## src/rtl/seg7_pkg.sv

```systemverilog
// seg7_pkg
//   Shared types and helpers for the bit-register 7-segment display block.
//   - op_t    : command opcodes (WRITE / SET / CLEAR / TOGGLE)
//   - state_t : command handshake FSM states
//   - hex7()  : nibble -> active-low {a,b,c,d,e,f,g} segment pattern
package seg7_pkg;

  typedef enum logic [1:0] {
    OP_WRITE  = 2'b00,
    OP_SET    = 2'b01,
    OP_CLEAR  = 2'b10,
    OP_TOGGLE = 2'b11
  } op_t;

  typedef enum logic [1:0] {
    S_IDLE = 2'b00,
    S_BUSY = 2'b01,
    S_DONE = 2'b10
  } state_t;

  // Active-low segments, bit order {a,b,c,d,e,f,g}; lowercase b/d glyphs.
  function automatic logic [6:0] hex7(input logic [3:0] nib);
    logic [6:0] seg;
    case (nib)
      4'h0:    seg = 7'b0000001;
      4'h1:    seg = 7'b1001111;
      4'h2:    seg = 7'b0010010;
      4'h3:    seg = 7'b0000110;
      4'h4:    seg = 7'b1001100;
      4'h5:    seg = 7'b0100100;
      4'h6:    seg = 7'b0100000;
      4'h7:    seg = 7'b0001111;
      4'h8:    seg = 7'b0000000;
      4'h9:    seg = 7'b0000100;
      4'hA:    seg = 7'b0001000;
      4'hB:    seg = 7'b1100000;
      4'hC:    seg = 7'b0110001;
      4'hD:    seg = 7'b1000010;
      4'hE:    seg = 7'b0110000;
      default: seg = 7'b0111000;
    endcase
    return seg;
  endfunction

endpackage

```

## src/rtl/seg7_scan.sv

```systemverilog
// seg7_scan
//   Display refresh scanner: a free-running DIV_BITS-wide prescaler whose
//   terminal count advances the active digit index modulo DIGITS, plus the
//   one-hot active-low anode decode.
// Ports:
//   clk, reset  : clock, asynchronous active-high reset
//   digit_idx   : currently active digit (0..DIGITS-1)
//   an          : active-low one-hot digit enables
module seg7_scan #(
  parameter int DIGITS   = 4,
  parameter int DIV_BITS = 16,
  localparam int IDXW    = (DIGITS > 1) ? $clog2(DIGITS) : 1
) (
  input  logic              clk,
  input  logic              reset,
  output logic [IDXW-1:0]   digit_idx,
  output logic [DIGITS-1:0] an
);

  logic [DIV_BITS-1:0] presc_q, presc_d;
  logic [IDXW-1:0]     idx_q, idx_d;

  always_comb begin
    presc_d = presc_q + 1'b1;
    idx_d   = idx_q;
    // Advance only on the prescaler's all-ones count; wrap at the last digit.
    if (&presc_q) begin
      if (idx_q == IDXW'(DIGITS - 1)) begin
        idx_d = '0;
      end else begin
        idx_d = idx_q + 1'b1;
      end
    end
  end

  always_ff @(posedge clk or posedge reset) begin
    if (reset) begin
      presc_q <= '0;
      idx_q   <= '0;
    end else begin
      presc_q <= presc_d;
      idx_q   <= idx_d;
    end
  end

  assign digit_idx = idx_q;
  assign an        = ~(DIGITS'(1) << idx_q);

endmodule

```

## src/rtl/seg7_bitreg_display.sv

```systemverilog
// seg7_bitreg_display
//   Bit-addressable W=4*DIGITS register updated by valid/ready commands, with
//   a fixed IDLE -> BUSY -> DONE handshake, shown on a time-multiplexed hex
//   7-segment display.
// Ports:
//   clk, reset   : clock, asynchronous active-high reset
//   valid_in     : command request (accepted when ready_out is high)
//   ready_out    : high only in IDLE
//   op           : 00 WRITE, 01 SET, 10 CLEAR, 11 TOGGLE
//   bit_index    : target bit; indices >= W leave the register unchanged
//   bit_value    : data for WRITE
//   valid_out    : one-cycle completion pulse
//   value        : register contents
//   an           : active-low one-hot digit enables
//   segments     : active-low {a,b,c,d,e,f,g}
// Build option:
//   LEADING_ZERO_BLANK_EN : blank digits above 0 whose nibble and all higher
//                           nibbles are zero.
module seg7_bitreg_display
  import seg7_pkg::*;
#(
  parameter int DIGITS      = 4,
  parameter int DIV_BITS    = 16,
  parameter int BUSY_CYCLES = 2,
  localparam int W          = 4 * DIGITS,
  localparam int IW         = (W > 1) ? $clog2(W) : 1
) (
  input  logic              clk,
  input  logic              reset,
  input  logic              valid_in,
  output logic              ready_out,
  input  logic [1:0]        op,
  input  logic [IW-1:0]     bit_index,
  input  logic              bit_value,
  output logic              valid_out,
  output logic [W-1:0]      value,
  output logic [DIGITS-1:0] an,
  output logic [6:0]        segments
);

  localparam int CW   = (BUSY_CYCLES > 1) ? $clog2(BUSY_CYCLES) : 1;
  localparam int IDXW = (DIGITS > 1) ? $clog2(DIGITS) : 1;

  state_t          state_q, state_d;
  logic [CW-1:0]   cnt_q, cnt_d;
  logic [W-1:0]    value_q, value_d;
  logic [IDXW-1:0] digit_idx;
  logic [W-1:0]    shifted;
  logic [3:0]      nibble;

  // Command FSM and register update
  always_comb begin
    state_d = state_q;
    cnt_d   = cnt_q;
    value_d = value_q;
    case (state_q)
      S_IDLE: begin
        if (valid_in) begin
          state_d = S_BUSY;
          cnt_d   = CW'(BUSY_CYCLES - 1);
          // Out-of-range indices (non-power-of-2 W) still complete the handshake.
          if (int'(bit_index) < W) begin
            case (op_t'(op))
              OP_WRITE:  value_d[bit_index] = bit_value;
              OP_SET:    value_d[bit_index] = 1'b1;
              OP_CLEAR:  value_d[bit_index] = 1'b0;
              OP_TOGGLE: value_d[bit_index] = ~value_q[bit_index];
              default:   value_d = value_q;
            endcase
          end
        end
      end
      S_BUSY: begin
        if (cnt_q == '0) begin
          state_d = S_DONE;
        end else begin
          cnt_d = cnt_q - 1'b1;
        end
      end
      S_DONE:  state_d = S_IDLE;
      default: state_d = S_IDLE;
    endcase
  end

  always_ff @(posedge clk or posedge reset) begin
    if (reset) begin
      state_q <= S_IDLE;
      cnt_q   <= '0;
      value_q <= '0;
    end else begin
      state_q <= state_d;
      cnt_q   <= cnt_d;
      value_q <= value_d;
    end
  end

  assign ready_out = (state_q == S_IDLE);
  assign valid_out = (state_q == S_DONE);
  assign value     = value_q;

  seg7_scan #(
    .DIGITS   (DIGITS),
    .DIV_BITS (DIV_BITS)
  ) u_scan (
    .clk       (clk),
    .reset     (reset),
    .digit_idx (digit_idx),
    .an        (an)
  );

  // Digit/segment mux: shifting the active nibble down to bit 0 also leaves
  // exactly "this nibble and everything above it" in shifted, which is what
  // leading-zero blanking needs to test.
  always_comb begin
    shifted = value_q >> {digit_idx, 2'b00};
    nibble  = shifted[3:0];
`ifdef LEADING_ZERO_BLANK_EN
    if ((digit_idx != '0) && (shifted == '0)) begin
      segments = 7'b1111111;
    end else begin
      segments = hex7(nibble);
    end
`else
    segments = hex7(nibble);
`endif
  end

endmodule
```

## config.mk

```make
export PLATFORM = sky130hd
export DESIGN_NAME = seg7_bitreg_display
export DESIGN_NICKNAME = d
export VERILOG_FILES = /design/src/rtl/seg7_pkg.sv /design/src/rtl/seg7_scan.sv /design/src/rtl/seg7_bitreg_display.sv
export SDC_FILE = /design/constraint.sdc
export NUM_CORES = 1
export LEC_CHECK = 0
export ABC_CLOCK_PERIOD_IN_PS = 2700
export BUFFER_PORTS_ARGS = -buffer_cell sky130_fd_sc_hd__buf_2
export CAP_MARGIN = 20
export CORE_MARGIN = 2
export CORE_UTILIZATION = 35
export DETAILED_ROUTE_END_ITERATION = 6
export PLACE_DENSITY = 0.56
export SKIP_CTS_REPAIR_TIMING = 1
export SLEW_MARGIN = 10
export SYNTH_ARGS = -nofsm -noshare
export SYNTH_HDL_FRONTEND = slang
export SYNTH_SLANG_ARGS = --single-unit
```

## constraint.sdc

```tcl
create_clock -name clk -period 2.7 [get_ports clk]
set_clock_uncertainty 0.2 [all_clocks]
set_input_delay 0.135 -clock clk [delete_from_list [all_inputs] [get_ports clk]]
set_output_delay 0.135 -clock clk [all_outputs]
set_load 0.02 [all_outputs]
```

==> report_table.html <==
<table>
<tr><th>Metric</th><th>Value</th></tr>
<tr><th colspan="2">GRT</th></tr>
<tr><td>GRT Util Overall</td><td>13.5%</td></tr>
<tr><td>Antenna violations before repair</td><td>0</td></tr>
<tr><td>Number of global-route vias before repair</td><td>1522</td></tr>
<tr><td>First-pass GRT wire length</td><td>7580 µm</td></tr>
<tr><td>Gr ovfl total</td><td>0</td></tr>
<tr><td>Largest net degree at the start of global routing</td><td>38</td></tr>
<tr><th colspan="2">Power and ir drop</th></tr>
<tr><td>Fraction of power consumed by sequential logic</td><td>35.2%</td></tr>
<tr><td>Clock network power share</td><td>20.8%</td></tr>
<tr><td>Sw frac</td><td>40.6%</td></tr>
<tr><td>Leakage power of the design</td><td>1.20 nW</td></tr>
<tr><td>Net Sw Power</td><td>0.976 mW</td></tr>
<tr><td>Power per standard cell area</td><td>921 mW/mm²</td></tr>
<tr><td>Internal cell power</td><td>1.43 mW</td></tr>
<tr><td>Proportion of power drawn by combinational gates</td><td>44.0%</td></tr>
<tr><td>Worst voltage drop across the vdd grid</td><td>0.612 mV</td></tr>
<tr><th colspan="2">Logic synthesis</th></tr>
<tr><td>Number of instances in the synthesized netlist</td><td>202</td></tr>
<tr><td>Netlist cell types</td><td>40</td></tr>
<tr><td>Mapped Nets</td><td>223</td></tr>
<tr><td>Largest cells by area after synthesis</td><td>sky130_fd_sc_hd__dfrtp_1 (42%), sky130_fd_sc_hd__mux4_2 (7.1%), sky130_fd_sc_hd__ha_1 (6.2%)</td></tr>
<tr><td>Number of synthesized flops with an enable pin</td><td>0</td></tr>
<tr><td>Summed instance area of the synthesized netlist</td><td>0.00221 mm²</td></tr>
<tr><td>Ys async rst share</td><td>100%</td></tr>
<tr><td>FF+latch count, synth</td><td>37</td></tr>
<tr><td>Yosys top cell area share</td><td>41.9%</td></tr>
<tr><td>Dominant cell type by area after synthesis</td><td>sky130_fd_sc_hd__dfrtp_1</td></tr>
<tr><td>Ys flop type</td><td>sky130_fd_sc_hd__dfrtp_1</td></tr>
<tr><td>Yosys warns</td><td>0</td></tr>
<tr><td>Part of the Yosys area used for sequential elements</td><td>41.9%</td></tr>
<tr><td>Average cell area after synthesis</td><td>11.0 µm²</td></tr>
<tr><th colspan="2">Drt</th></tr>
<tr><td>TritonRoute pass-1 iters</td><td>4</td></tr>
<tr><td>Drt first-iter violations</td><td>91</td></tr>
<tr><td>Vias per std cell</td><td>5.03</td></tr>
<tr><td>Total vias in the final route</td><td>1608</td></tr>
<tr><td>Routed WL per cell</td><td>13.9 µm</td></tr>
<tr><td>Detailed Route WL</td><td>4440 µm</td></tr>
<tr><td>Remaining DRCs</td><td>0</td></tr>
<tr><td>Post-DRT Antenna Nets</td><td>0</td></tr>
<tr><th colspan="2">Cells and area</th></tr>
<tr><td>Synthesis-to-finish area growth</td><td>18.0%</td></tr>
<tr><td>Diode count</td><td>0</td></tr>
<tr><td>Post-Layout Cell Count</td><td>320</td></tr>
<tr><td>Area of all placed cells without fillers</td><td>0.00261 mm²</td></tr>
<tr><td>Ratio of cells with drive above 1 in the final layout</td><td>28.6%</td></tr>
<tr><td>Number of nets in the final layout</td><td>265</td></tr>
<tr><th colspan="2">Worst setup path</th></tr>
<tr><td>CP endpoint kind</td><td>primary output</td></tr>
<tr><td>Data arrival time at the worst-slack endpoint</td><td>2220 ps</td></tr>
<tr><td>Top cell by count, worst path</td><td>sky130_fd_sc_hd__inv_1</td></tr>
<tr><td>Maximum single-stage delay on the critical path</td><td>600 ps</td></tr>
<tr><td>Buf/Inv on CP</td><td>3</td></tr>
<tr><td>Worst path top cell family by delay</td><td>multiplexers</td></tr>
<tr><td>Startpoint type of the worst setup path</td><td>flip-flop</td></tr>
<tr><td>Slowest library cell on the worst path</td><td>sky130_fd_sc_hd__mux4_2</td></tr>
<tr><td>Maximum fanout along the worst path</td><td>8</td></tr>
<tr><td>WP data required</td><td>2370 ps</td></tr>
<tr><td>Critical path start-end classification</td><td>reg -&gt; out</td></tr>
<tr><td>CP Cell Sequence</td><td>mux4_2 &gt; inv_1 &gt; ha_1 &gt; inv_1 &gt; o31ai_1 &gt; buf_2</td></tr>
<tr><th colspan="2">STA</th></tr>
<tr><td>Hold slack final</td><td>92.9 ps</td></tr>
<tr><td>Max Slew Vio Count</td><td>0</td></tr>
<tr><td>Max Clk Rate</td><td>392 MHz</td></tr>
<tr><td>Setup-failing EPs final</td><td>0</td></tr>
<tr><td>Setup TNS</td><td>0 ps</td></tr>
<tr><td>Setup repair after global routing missed its margin</td><td>false</td></tr>
<tr><td>Final hold violation count</td><td>0</td></tr>
<tr><td>Tightest slew margin relative to the limit</td><td>66.4%</td></tr>
<tr><td>Fraction of the cycle the final worst path needs</td><td>94.5%</td></tr>
<tr><td>Transition time at the pin with the least slew margin</td><td>498 ps</td></tr>
<tr><td>Fin crit period</td><td>2550 ps</td></tr>
<tr><th colspan="2">Floorplanning</th></tr>
<tr><td>I/O pins</td><td>39</td></tr>
<tr><td>Chip width</td><td>83.5 µm</td></tr>
<tr><td>Number of core rows</td><td>28</td></tr>
<tr><td>Height of the die</td><td>83.5 µm</td></tr>
<tr><td>Area of the core</td><td>0.00603 mm²</td></tr>
<tr><td>Starting density of the core</td><td>36.7%</td></tr>
<tr><td>Die area</td><td>0.00697 mm²</td></tr>
<tr><th colspan="2">Placed design</th></tr>
<tr><td>Gpl congestion</td><td>0.821</td></tr>
<tr><td>Cell count after placement</td><td>310</td></tr>
<tr><td>Placed standard-cell area</td><td>0.00247 mm²</td></tr>
<tr><td>Count of buffers from port buffering</td><td>38</td></tr>
<tr><td>Placed wire-length estimate after detailed placement</td><td>3350 µm</td></tr>
<tr><th colspan="2">Clock tree</th></tr>
<tr><td>Maximum buffer depth of the clock tree</td><td>2</td></tr>
<tr><td>Number of buffers created by CTS</td><td>5</td></tr>
<tr><td>Clock root buffer</td><td>sky130_fd_sc_hd__clkbuf_8</td></tr>
<tr><td>Clock tree from TritonCTS</td><td>done</td></tr>
<tr><td>Clock latency on the worst-skew pair</td><td>290 ps</td></tr>
<tr><td>CTS sink cnt</td><td>37</td></tr>
<tr><td>H-tree depth</td><td>2</td></tr>
<tr><td>Clock transition at the register clock pins on the worst setup and hold paths after CTS</td><td>70 ps</td></tr>
<tr><th colspan="2">Hold path</th></tr>
<tr><td>Hold crit path type</td><td>in -&gt; reg</td></tr>
<tr><th colspan="2">Run</th></tr>
<tr><td>Max_cap viols</td><td>0</td></tr>
<tr><th colspan="2">Outcome</th></tr>
<tr><td>Outcome</td><td>complete, no violations</td></tr>
</table>
## cell families after synthesis
group | after synthesis | share of synthesized area, %
AO/OA/AOI/OAI | 21 | 7.07
XOR/XNOR | 14 | 5.54
adder cells (fa/ha/maj) | 11 | 6.22
buffers and inverters | 21 | 4.07
flip-flops | 37 | 41.9
multiplexers | 29 | 18.2
AND/OR/NAND/NOR | 69 | 17.1
## area by class of cell
class	count	area [µm²]
Fill cell	600	3410
Multi-Input combinational cell	144	1200
Timing Repair Buffer	41	218
Sequential cell	37	927
Inverter	15	56.3
Tap cell	75	93.8
Clock inverter	2	37.5
Clock buffer	6	82.6
## layout by cell type (no fill, tap or decap), drive strengths merged, types with 4 or more instances in the layout
| master | netlist | routed |
|---|---|---|
| nand4 | 6 | 6 |
| xor2 | 5 | 5 |
| clkbuf | 2 | 6 |
| inv | 15 | 15 |
| nand2 | 15 | 15 |
| nand3 | 6 | 6 |
| xnor2 | 9 | 9 |
| mux2 | 19 | 19 |
| nor2b | 6 | 6 |
| mux4 | 7 | 7 |
| nand2b | 4 | 4 |
| and2 | 5 | 5 |
| ha | 11 | 11 |
| dfrtp | 37 | 37 |
| nor2 | 14 | 14 |
| buf | 4 | 39 |
| o22ai | 4 | 4 |
| a21oi | 5 | 5 |
## worst reg2reg max path, delay by kind of cell, from the launching register on
kind             cells  cell delay [ps]
AND/OR/NAND/NOR      3             1050
flip-flops           1              440
multiplexers         1              340
## through the flow
step	utilization (%)	setup WS [ps]	total power, mW
floorplan	-	305	1.57
global placement	41.0	399	1.91
detailed placement	41.0	355	1.91
CTS	43.0	24.3	2.42
global route	43.3	16.4	2.55
finish	43.3	150	2.41
## power by group through the flow
stage	Clock (mW)	Sequential, mW	Combinational, mW
after global placement	0	0.861	1.05
after global routing	0.548	0.867	1.14
after floorplan	0	0.935	0.632
final	0.500	0.847	1.06
after CTS	0.517	0.844	1.06
after detailed placement	0	0.856	1.05
## worst paths after layout
| kind | startpoint | endpoint | slack, ps | cells after the start |
|---|---|---|---|---|
| min reg2reg | u_scan.presc_q[0] | u_scan.presc_q[0] | 240 | 1 |
| max | u_scan.digit_idx[0] | segments[6] | 150 | 6 |
| min | bit_index[1] | flip-flop | 90 | 3 |
| min in group asynchronous | reset | u_scan.presc_q[12] | 280 | 4 |
| max in group asynchronous | reset | u_scan.digit_idx[0] | 1680 | 4 |
| max reg2reg | state_q[0] | flip-flop | 560 | 4 |
## cells in the mapped netlist (all sizes together), types with 4 or more instances
cell type / instances
dfrtp: 37
nand2b: 4
mux2: 19
ha: 11
o22ai: 4
nor2: 14
xnor2: 9
nand3: 6
mux4: 7
buf: 4
a21oi: 5
nor2b: 6
and2: 5
nand4: 6
xor2: 5
inv: 15
nand2: 15
## metal layers
metal	GRT usage, %	share of wire, %	vias to the layer above
li1	-	-	792
met1	20.4	52	779
met2	19.0	42	32
met3	2.77	4.1	5
met4	5.28	1.8	0
met5	0	0	-
Note: power is estimated with default switching activity, not from simulation.
